### config.mk
export PLATFORM = sky130hd
export DESIGN_NAME = uart_rx16
export DESIGN_NICKNAME = d
export VERILOG_FILES = /design/src/rtl/uart_pkg.sv /design/src/rtl/uart_baud_tick.sv /design/src/rtl/uart_rx16.sv
export SDC_FILE = /design/constraint.sdc
export NUM_CORES = 1
export LEC_CHECK = 0
export CAP_MARGIN = 15
export CELL_PAD_IN_SITES_DETAIL_PLACEMENT = 2
export CELL_PAD_IN_SITES_GLOBAL_PLACEMENT = 2
export CORE_MARGIN = 5
export CORE_UTILIZATION = 32
export CTS_CLUSTER_SIZE = 12
export DETAILED_ROUTE_END_ITERATION = 7
export MAX_ROUTING_LAYER = met4
export PLACE_DENSITY = 0.77
export SLEW_MARGIN = 15
export SYNTH_ARGS = -nofsm -noshare
export SYNTH_HDL_FRONTEND = slang
export SYNTH_SLANG_ARGS = --single-unit
### constraint.sdc
create_clock -name clk -period 1.5 [get_ports clk]
set_input_delay 0.375 -clock clk [delete_from_list [all_inputs] [get_ports clk]]
set_output_delay 0.375 -clock clk [all_outputs]
set_load 0.02 [all_outputs]
### src/rtl/uart_pkg.sv
// Shared UART definitions: receiver state encoding, oversample ratio and helpers.
// The PARITY state exists only when UART_RX16_PARITY_EN is defined.
package uart_pkg;

   localparam int unsigned OVERSAMPLE = 16;

   typedef enum logic [2:0] {
      ST_IDLE      = 3'd0,
      ST_START     = 3'd1,
      ST_DATA      = 3'd2,
`ifdef UART_RX16_PARITY_EN
      ST_PARITY    = 3'd3,
`endif
      ST_STOP      = 3'd4,
      ST_WAIT_IDLE = 3'd5
   } rx_state_t;

   // Clocks per oversample tick, truncated, never below one.
   function automatic int unsigned calc_divisor(input int unsigned clk_freq,
                                                input int unsigned baud);
      int unsigned div;
      div = clk_freq / (baud * OVERSAMPLE);
      return (div == 32'd0) ? 32'd1 : div;
   endfunction

   function automatic logic maj3(input logic a, input logic b, input logic c);
      return (a & b) | (a & c) | (b & c);
   endfunction

   function automatic logic even_parity(input logic [7:0] d);
      return ^d;
   endfunction

endpackage

### src/rtl/uart_baud_tick.sv
// Free-running divider producing a one-cycle tick every DIV clocks (16x baud).
module uart_baud_tick #(
   parameter int unsigned DIV = 1
) (
   input  logic clk_i,
   input  logic rst_i,
   output logic tick_o
);

   localparam int unsigned   CW   = (DIV > 1) ? $clog2(DIV) : 1;
   localparam logic [CW-1:0] LAST = CW'(DIV - 1);

   logic [CW-1:0] cnt_q, cnt_d;
   logic          tick_q, tick_d;

   // Next-count and tick decode.
   always_comb begin
      if (cnt_q == LAST) begin
         cnt_d  = '0;
         tick_d = 1'b1;
      end else begin
         cnt_d  = cnt_q + CW'(1);
         tick_d = 1'b0;
      end
   end

   // Divider state.
   always_ff @(posedge clk_i) begin
      if (rst_i) begin
         cnt_q  <= '0;
         tick_q <= 1'b0;
      end else begin
         cnt_q  <= cnt_d;
         tick_q <= tick_d;
      end
   end

   assign tick_o = tick_q;

endmodule

### src/rtl/uart_rx16.sv
// 16x-oversampled UART receiver with 2-of-3 bit voting and a one-deep output slot.
// Optional even parity bit enabled by defining UART_RX16_PARITY_EN.
module uart_rx16
   import uart_pkg::*;
#(
   parameter int unsigned CLK_FREQ = 100000000,
   parameter int unsigned BAUD     = 9600
) (
   input  logic       clk,
   input  logic       rst,
   input  logic       rx_serial_in,
   output logic [7:0] rx_data,
   output logic       rx_valid,
   input  logic       rx_ready,
   output logic       frame_err,
   output logic       overrun,
   output logic       parity_err
);

   localparam int unsigned DIV = calc_divisor(CLK_FREQ, BAUD);

   logic       tick_s;
   logic       sync1_q, sync1_d, sync2_q, sync2_d, prev_q, prev_d;
   rx_state_t  state_q, state_d;
   logic [3:0] sample_cnt_q, sample_cnt_d;
   logic [2:0] bit_cnt_q, bit_cnt_d;
   logic       v7_q, v7_d, v8_q, v8_d;
   logic [7:0] shift_q, shift_d;
   logic [7:0] rx_data_q, rx_data_d;
   logic       rx_valid_q, rx_valid_d;
   logic       frame_err_q, frame_err_d;
   logic       overrun_q, overrun_d;
   logic       load_s, vote_s, decide_s;
`ifdef UART_RX16_PARITY_EN
   logic       parity_err_q, parity_err_d;
`endif

   uart_baud_tick #(.DIV(DIV)) u_tick (
      .clk_i  (clk),
      .rst_i  (rst),
      .tick_o (tick_s)
   );

   // Frame FSM, sample bookkeeping and output slot next-state.
   always_comb begin
      sync1_d      = rx_serial_in;
      sync2_d      = sync1_q;
      prev_d       = sync2_q;
      state_d      = state_q;
      sample_cnt_d = sample_cnt_q;
      bit_cnt_d    = bit_cnt_q;
      v7_d         = v7_q;
      v8_d         = v8_q;
      shift_d      = shift_q;
      rx_data_d    = rx_data_q;
      rx_valid_d   = rx_valid_q & ~rx_ready;
      frame_err_d  = 1'b0;
      overrun_d    = 1'b0;
      load_s       = 1'b0;
      vote_s       = maj3(v7_q, v8_q, sync2_q);
      decide_s     = tick_s && (sample_cnt_q == 4'd9);
`ifdef UART_RX16_PARITY_EN
      parity_err_d = 1'b0;
`endif

      if (tick_s && (state_q != ST_IDLE) && (state_q != ST_WAIT_IDLE)) begin
         sample_cnt_d = sample_cnt_q + 4'd1;
         if (sample_cnt_q == 4'd7) v7_d = sync2_q; else v7_d = v7_q;
         if (sample_cnt_q == 4'd8) v8_d = sync2_q; else v8_d = v8_q;
      end else begin
         sample_cnt_d = sample_cnt_q;
      end

      case (state_q)
         ST_IDLE: begin
            if (prev_q && !sync2_q) begin
               state_d      = ST_START;
               sample_cnt_d = 4'd0;
               bit_cnt_d    = 3'd0;
            end else begin
               state_d = ST_IDLE;
            end
         end
         ST_START: begin
            if (decide_s) state_d = vote_s ? ST_IDLE : ST_DATA;
            else          state_d = ST_START;
         end
         ST_DATA: begin
            if (decide_s) begin
               shift_d   = {vote_s, shift_q[7:1]};
               bit_cnt_d = bit_cnt_q + 3'd1;
`ifdef UART_RX16_PARITY_EN
               if (bit_cnt_q == 3'd7) state_d = ST_PARITY;
`else
               if (bit_cnt_q == 3'd7) state_d = ST_STOP;
`endif
               else                   state_d = ST_DATA;
            end else begin
               state_d = ST_DATA;
            end
         end
`ifdef UART_RX16_PARITY_EN
         ST_PARITY: begin
            if (decide_s) begin
               parity_err_d = (vote_s != even_parity(shift_q));
               state_d      = ST_STOP;
            end else begin
               state_d = ST_PARITY;
            end
         end
`endif
         ST_STOP: begin
            if (decide_s) begin
               if (vote_s) begin
                  load_s  = 1'b1;
                  state_d = ST_IDLE;
               end else begin
                  frame_err_d  = 1'b1;
                  state_d      = ST_WAIT_IDLE;
                  sample_cnt_d = 4'd0;
               end
            end else begin
               state_d = ST_STOP;
            end
         end
         ST_WAIT_IDLE: begin
            // Counts consecutive high ticks; any low sample restarts the bit time.
            if (tick_s) begin
               if (!sync2_q) begin
                  sample_cnt_d = 4'd0;
               end else if (sample_cnt_q == 4'd15) begin
                  sample_cnt_d = 4'd0;
                  state_d      = ST_IDLE;
               end else begin
                  sample_cnt_d = sample_cnt_q + 4'd1;
               end
            end else begin
               state_d = ST_WAIT_IDLE;
            end
         end
         default: begin
            state_d      = ST_IDLE;
            sample_cnt_d = 4'd0;
            bit_cnt_d    = 3'd0;
         end
      endcase

      // A consume in the same cycle frees the slot for the new byte.
      if (load_s) begin
         if (rx_valid_q && !rx_ready) begin
            overrun_d = 1'b1;
         end else begin
            rx_data_d  = shift_q;
            rx_valid_d = 1'b1;
         end
      end else begin
         rx_data_d = rx_data_q;
      end
   end

   // State and output registers.
   always_ff @(posedge clk) begin
      if (rst) begin
         sync1_q      <= 1'b1;
         sync2_q      <= 1'b1;
         prev_q       <= 1'b1;
         state_q      <= ST_IDLE;
         sample_cnt_q <= 4'd0;
         bit_cnt_q    <= 3'd0;
         v7_q         <= 1'b1;
         v8_q         <= 1'b1;
         shift_q      <= 8'h00;
         rx_data_q    <= 8'h00;
         rx_valid_q   <= 1'b0;
         frame_err_q  <= 1'b0;
         overrun_q    <= 1'b0;
`ifdef UART_RX16_PARITY_EN
         parity_err_q <= 1'b0;
`endif
      end else begin
         sync1_q      <= sync1_d;
         sync2_q      <= sync2_d;
         prev_q       <= prev_d;
         state_q      <= state_d;
         sample_cnt_q <= sample_cnt_d;
         bit_cnt_q    <= bit_cnt_d;
         v7_q         <= v7_d;
         v8_q         <= v8_d;
         shift_q      <= shift_d;
         rx_data_q    <= rx_data_d;
         rx_valid_q   <= rx_valid_d;
         frame_err_q  <= frame_err_d;
         overrun_q    <= overrun_d;
`ifdef UART_RX16_PARITY_EN
         parity_err_q <= parity_err_d;
`endif
      end
   end

   assign rx_data   = rx_data_q;
   assign rx_valid  = rx_valid_q;
   assign frame_err = frame_err_q;
   assign overrun   = overrun_q;
`ifdef UART_RX16_PARITY_EN
   assign parity_err = parity_err_q;
`else
   assign parity_err = 1'b0;
`endif

endmodule
* After elaboration in Yosys (flattened, before gate mapping)
Index checks and enable logic that the tools add are counted.
** Storage, ports and cells
- Memory bits (read-only) :: 0
- Bits in latches :: 0
- RAM bits :: 0
- Memories kept :: 0
- Bits of input ports :: 4
- Output and inout port bits :: 12
- Logic and storage cells :: 95
- Register bits :: 45
** Cells by class
- Reductions and logical operators :: 20
- Add/sub/neg operators :: 3
- $mul :: 0
- Eq/ne operators :: 15
- Order comparisons :: 0
- Bitwise operators :: 12
- Div/mod/pow operators :: 0
- Shift operators :: 0
- Multiplexer cells :: 30
** Operators with widths (count)
- $mux W4 :: 7
- $mux W3 :: 9
- $pmux W4 S4 :: 1
- $pmux W3 S5 :: 1
- $eq A4 B4 Y1 const B :: 3
- $add A10 B1 Y10 const B :: 1
- $eq A10 B10 Y1 const B :: 1
- $reduce_and A2 Y1 :: 5
- $eq A3 B3 Y1 const B :: 3
- $mux W1 :: 9
- $ne A3 B3 Y1 const B :: 3
- $pmux W3 S3 :: 1
- $not A1 Y1 :: 6
- $reduce_or A2 Y1 :: 3
- $reduce_or A3 Y1 :: 2
- $logic_and A1 B1 Y1 :: 5
- $add A4 B1 Y4 const B :: 1
- $and A1 B1 Y1 :: 4
- $eq A4 B3 Y1 const B :: 1
- $mux W2 :: 2
- $ne A2 B2 Y1 const B :: 2
- $add A3 B1 Y3 const B :: 1
- $eq A3 B1 Y1 const B :: 1
- $eq A3 B2 Y1 const B :: 1
- 5 further kinds :: 7

* Longest topological paths before layout
- Depth in word-level cells :: 8
- Depth in mapped cells :: 8
- Gate-level depth less buffers :: 7

* Modules after synthesis
From an unflattened synthesis, not the netlist that was laid out.
** Unflattened totals
- Cells, all modules :: 232
- Area, all modules :: 2165.8 um^2
** Modules (own cells, without submodules)
- uart_rx16 :: area each 1671.6 um^2, cells each 180, times used 1
- uart_baud_tick :: area each 494.2 um^2, cells each 52, times used 1

* Worst setup path after synthesis
Ideal clock, no wire load.
- Path kind :: reg-to-reg
- Start :: register sample_cnt_q[0]
- End :: register sample_cnt_q[3]
- Cell stages (with the launch flop) :: 7
- Buffers on the path :: 0
- Arrival time :: 1413 ps
- Setup slack :: -33 ps
- Clock period less this slack :: 1533 ps
- Path through :: dfxtp_1 -> ha_1 -> nand3_1 -> and4_4 -> or2b_4 -> a41oi_2 -> nor4_2
** Between the ends
- Longest elaborated chain between the ends :: 5
** RTL lines
- start, declared :: line uart_rx16.sv:25 : logic [3:0] sample_cnt_q, sample_cnt_d;
- start signal, assigned :: line uart_rx16.sv:185 : sample_cnt_q <= sample_cnt_d;
- $add A4 B1 Y4 / $eq A4 B4 Y1 (equally long branches) :: line uart_rx16.sv:67, uart_rx16.sv:135, uart_rx16.sv:131
- $mux W4 (on tied branches) :: line uart_rx16.sv:131, uart_rx16.sv:66
- $mux W4 (on tied branches) :: line uart_rx16.sv:129, uart_rx16.sv:114
- $mux W4 (on tied branches) :: line uart_rx16.sv:128, uart_rx16.sv:113
- $pmux W4 S4 (*) :: line uart_rx16.sv:74 : case (state_q)
Mark *: on every way between the ends. The rest lies on a longest branch, timed or not.
A chain may end at the register's enable or synchronous reset.

* Worst setup path after layout
- Start :: register sync2_q (netlist: prev_d)
- End :: register rx_data_q[2] (netlist: rx_data[2])
** Between the ends
- Longest elaborated chain between the ends :: 7
** RTL lines
- start, declared :: line uart_rx16.sv:23 : logic sync1_q, sync1_d, sync2_q, sync2_d, prev_q, prev_d;
- start signal, assigned :: line uart_rx16.sv:182 : sync2_q <= sync2_d;
- $and A1 B1 Y1 :: line uart_pkg.sv:27 : return (a & b) | (a & c) | (b & c);
- $or A1 B1 Y1 :: line uart_pkg.sv:27
- $or A1 B1 Y1 (*) :: line uart_pkg.sv:27
- $mux W1 (*) :: line uart_rx16.sv:114 : if (vote_s) begin
- $mux W1 (*) :: line uart_rx16.sv:113 : if (decide_s) begin
- $mux W1 (*) :: line uart_rx16.sv:74
- $reduce_and A2 Y1 (no line) (*)
- end signal, assigned :: line uart_rx16.sv:190 : rx_data_q <= rx_data_d;
- end, declared :: line uart_rx16.sv:29 : logic [7:0] rx_data_q, rx_data_d;
Marked as above.

==> flow_summary.ini <==
[yosys]
postSynthAreaPerCell_um2 = 8.90
syn_area_um2 = 2050
synth_area_leader_cell = dfxtp_1
synth_top_area_share_pct = 44.0
ys.warnings.count = 0
synth_edf_count = 0
ys.flop_type = dfxtp_1
synth_area_leaders = dfxtp_1, nor2_1, nand2_1
postSynth.asyncResetShare_pct = 0
synth-seq-cells = 45
syn-instance-count = 230
synthesis.nets = 241
ys_types = 53
yosysSeqAreaShare_pct = 44.0

[clocking]
cts_root_buf = clkbuf_8
cts.sinks = 45
cts_buffers = 5
cts_buffer_depth = 2
hold_buffers = 0
clk_pin_slew_ps = 90
cts_tree = built
clock_latency_ps = 300
h-tree-depth = 2

[sta]
max_freq_mhz = 626
hold_viol = 0
maxSlewViolCount = 0
finClkSkew_ps = 13.0
setup_slack_ps = -98.5
period_minus_slack_ps = 1600
rsz0062_at_grt = yes
setup_violations = 6
timing.final.crit_share_pct = 107

[die]
initial_core_util_pct = 32.6
core_area_um2 = 6280
die-area_um2 = 8100
ios = 16
row_count = 29
fp.dieH_um = 90.0
die_x_um = 90.0

[worst_setup_path]
cp_cell_sequence = maj3_2 > buf_4 > nand4_4 > mux2i_1 > nor2_1
startpoint_type = flop
reg2regPathDepth = 5
crit_path_max_incr_delay_ps = 380
path_max_fanout = 8
cp_slowest_cell = maj3_2
crit_required_ps = 1700
cp.arrival_ps = 1790
crit_type = reg2reg
crit_family = adder cells
endpoint_kind = flop
path_buf_inv = 1
cp.depth = 5

[run_status]
status = finished, violations left
violations = setup timing

[placement]
dp.cells = 344
gp_congestion = 0.765
hpwl_mm = 4.26
portBuffers = 14

[finish]
syn_to_final_growth_pct = 37.0
stdcell_count = 360
drive_gt1_share_pct = 33.6
fillers = 689
n_antenna_cell = 0
layout.nets = 293
final_util_pct = 44.7

[power_and_ir_drop]
irDropWorstVdd_mv = 0.555
leakagePower_uw = 0.00116
design_power_total_uw = 2070
powerDensity_nw_per_um2 = 740

[global_route]
antenna_found_initial = 0
grt_pass1_wl_mm = 9.25
grt-ovfl-total = 0
grt_pass1_vias = 1950
track_usage_pct = 14.3
grt_max_degree = 14

[route]
via_count = 1852
drtAntennaViolNets = 0
detail_route.wl_per_cell_um = 18.0
drt_first_pass_iters = 4
avgViaCountPerCell = 5.14
drt_iter0_drc = 35
routed_wl_mm = 6.47
route.detailed.drc = 0

[min_path]
whs_path_depth = 1
worst_hold_path_type = reg2reg

[flow_run]
cap_violations = 0
## synth_stat cells, types with 3 or more instances
cell,instances
mux2i_1,9
nand2_1,25
nand2b_1,5
clkbuf_1,5
and3_1,3
buf_4,3
ha_1,7
nor3_1,3
xor2_1,5
nand3_1,9
inv_1,3
xnor2_1,4
or2_2,3
o21ai_0,4
dfxtp_1,45
a21oi_1,17
nor2_1,33
## kinds of logic after synthesis
family                     Yosys count  share of synthesized area [%]
AOI/OAI and AO/OA                   38                           12.0
xor gates and xnor gates             9                           3.85
adders and majority gates            8                           4.83
buffers and inverters               15                           3.79
DFF                                 45                           44.0
muxes                                9                           4.40
other                                1                          0.183
and+or+nand+nor                    105                           26.9
## per-layer routing
layer	vias to the layer above	routed length (um)	GRT usage (%)
li1	897	-	-
met4	0	122	4.59
met5	-	0	-
met3	11	127	2.92
met2	21	3380	26.2
met1	923	2840	15.5
## cell usage in the layout, fill, tap and decap left out, types with 2 or more instances in the layout
cell type | netlist | final
nor2_1 | 33 | 27
dfxtp_1 | 45 | 39
or2_2 | 3 | 3
ha_4 | 0 | 2
a21oi_2 | 0 | 3
clkbuf_8 | 0 | 5
nor3_1 | 3 | 3
and3_1 | 3 | 3
xor2_1 | 5 | 5
dfxtp_2 | 0 | 5
a21oi_1 | 17 | 14
clkinv_2 | 0 | 2
nand4_1 | 2 | 2
nor4_2 | 1 | 2
buf_6 | 1 | 6
nand3b_1 | 2 | 2
nand3_1 | 9 | 8
nand2_1 | 25 | 23
a211o_1 | 2 | 2
ha_1 | 7 | 5
buf_4 | 3 | 36
nand4b_1 | 2 | 2
inv_1 | 3 | 2
dlygate4sd2_1 | 0 | 11
nor2_4 | 0 | 4
mux2i_1 | 9 | 9
nand3_2 | 1 | 2
o21ai_0 | 4 | 3
nor2_2 | 2 | 4
nand2b_1 | 5 | 5
xnor2_1 | 4 | 4
clkdlybuf4s50_1 | 0 | 3
## final timing paths
check               start          to  slack, ps
setup / recovery   prev_d  rx_data[2]       -100
hold / removal    sync1_q      prev_d        430
setup reg to reg   prev_d  rx_data[2]       -100
hold reg to reg   sync1_q      prev_d        430
## registers in the layout (all words and copies together), names as in the netlist
register / flops
u_tick.cnt_q: 10
rx_data: 8
shift_q: 8
sample_cnt_q: 4
bit_cnt_q: 3
state_q: 3
frame_err: 1
overrun: 1
prev_d: 1
prev_q: 1
rx_valid: 1
sync1_q: 1
u_tick.tick_o: 1
v7_q: 1
v8_q: 1
## area by class of cell
class,instances,area [um2],area share [%]
clock buffer,6,72.6,2.59
clock inverter,2,10.0,0.357
inverter,3,11.3,0.402
multi-input combinational,171,1240,44.2
sequential,45,911,32.5
tap,77,96.3,3.44
timing repair buffer,56,464,16.6
## what timing repair did
action / CTS / global route
gates resized for setup: 30 / 29
gates cloned: 0 / 1
setup buffers: 5 / 2
pin swaps: 8 / 12
endpoints found under the setup margin: 36 / 29
## report_power, final
part | leakage [uW] | internal [uW] | switching [uW] | total [uW]
clock network | 0.0000450 | 324 | 413 | 737
logic | 0.000751 | 53.1 | 68.7 | 122
registers | 0.000366 | 1200 | 11.6 | 1220
## per-stage QoR
step | hold WS, ps | setup TNS, ps | cell area, um2 | setup WS, ps
after floorplan | 389 | 0 | 2050 | 26.7
after global placement | 394 | -2290 | 2480 | -126
after detailed placement | 417 | -3950 | 2480 | -178
after CTS | 435 | -480 | 2660 | -70.7
after global routing | 448 | -1490 | 2800 | -158
final | 426 | -202 | 2800 | -98.5
## worst register-to-register path: cells and delay by family, from the launching register on
family | cells | cell delay, ps
muxes | 1 | 300
adders and majority gates | 1 | 380
and+or+nand+nor | 2 | 280
DFF | 1 | 350
buffers and inverters | 1 | 190
Note: power is estimated with default switching activity, not from simulation.
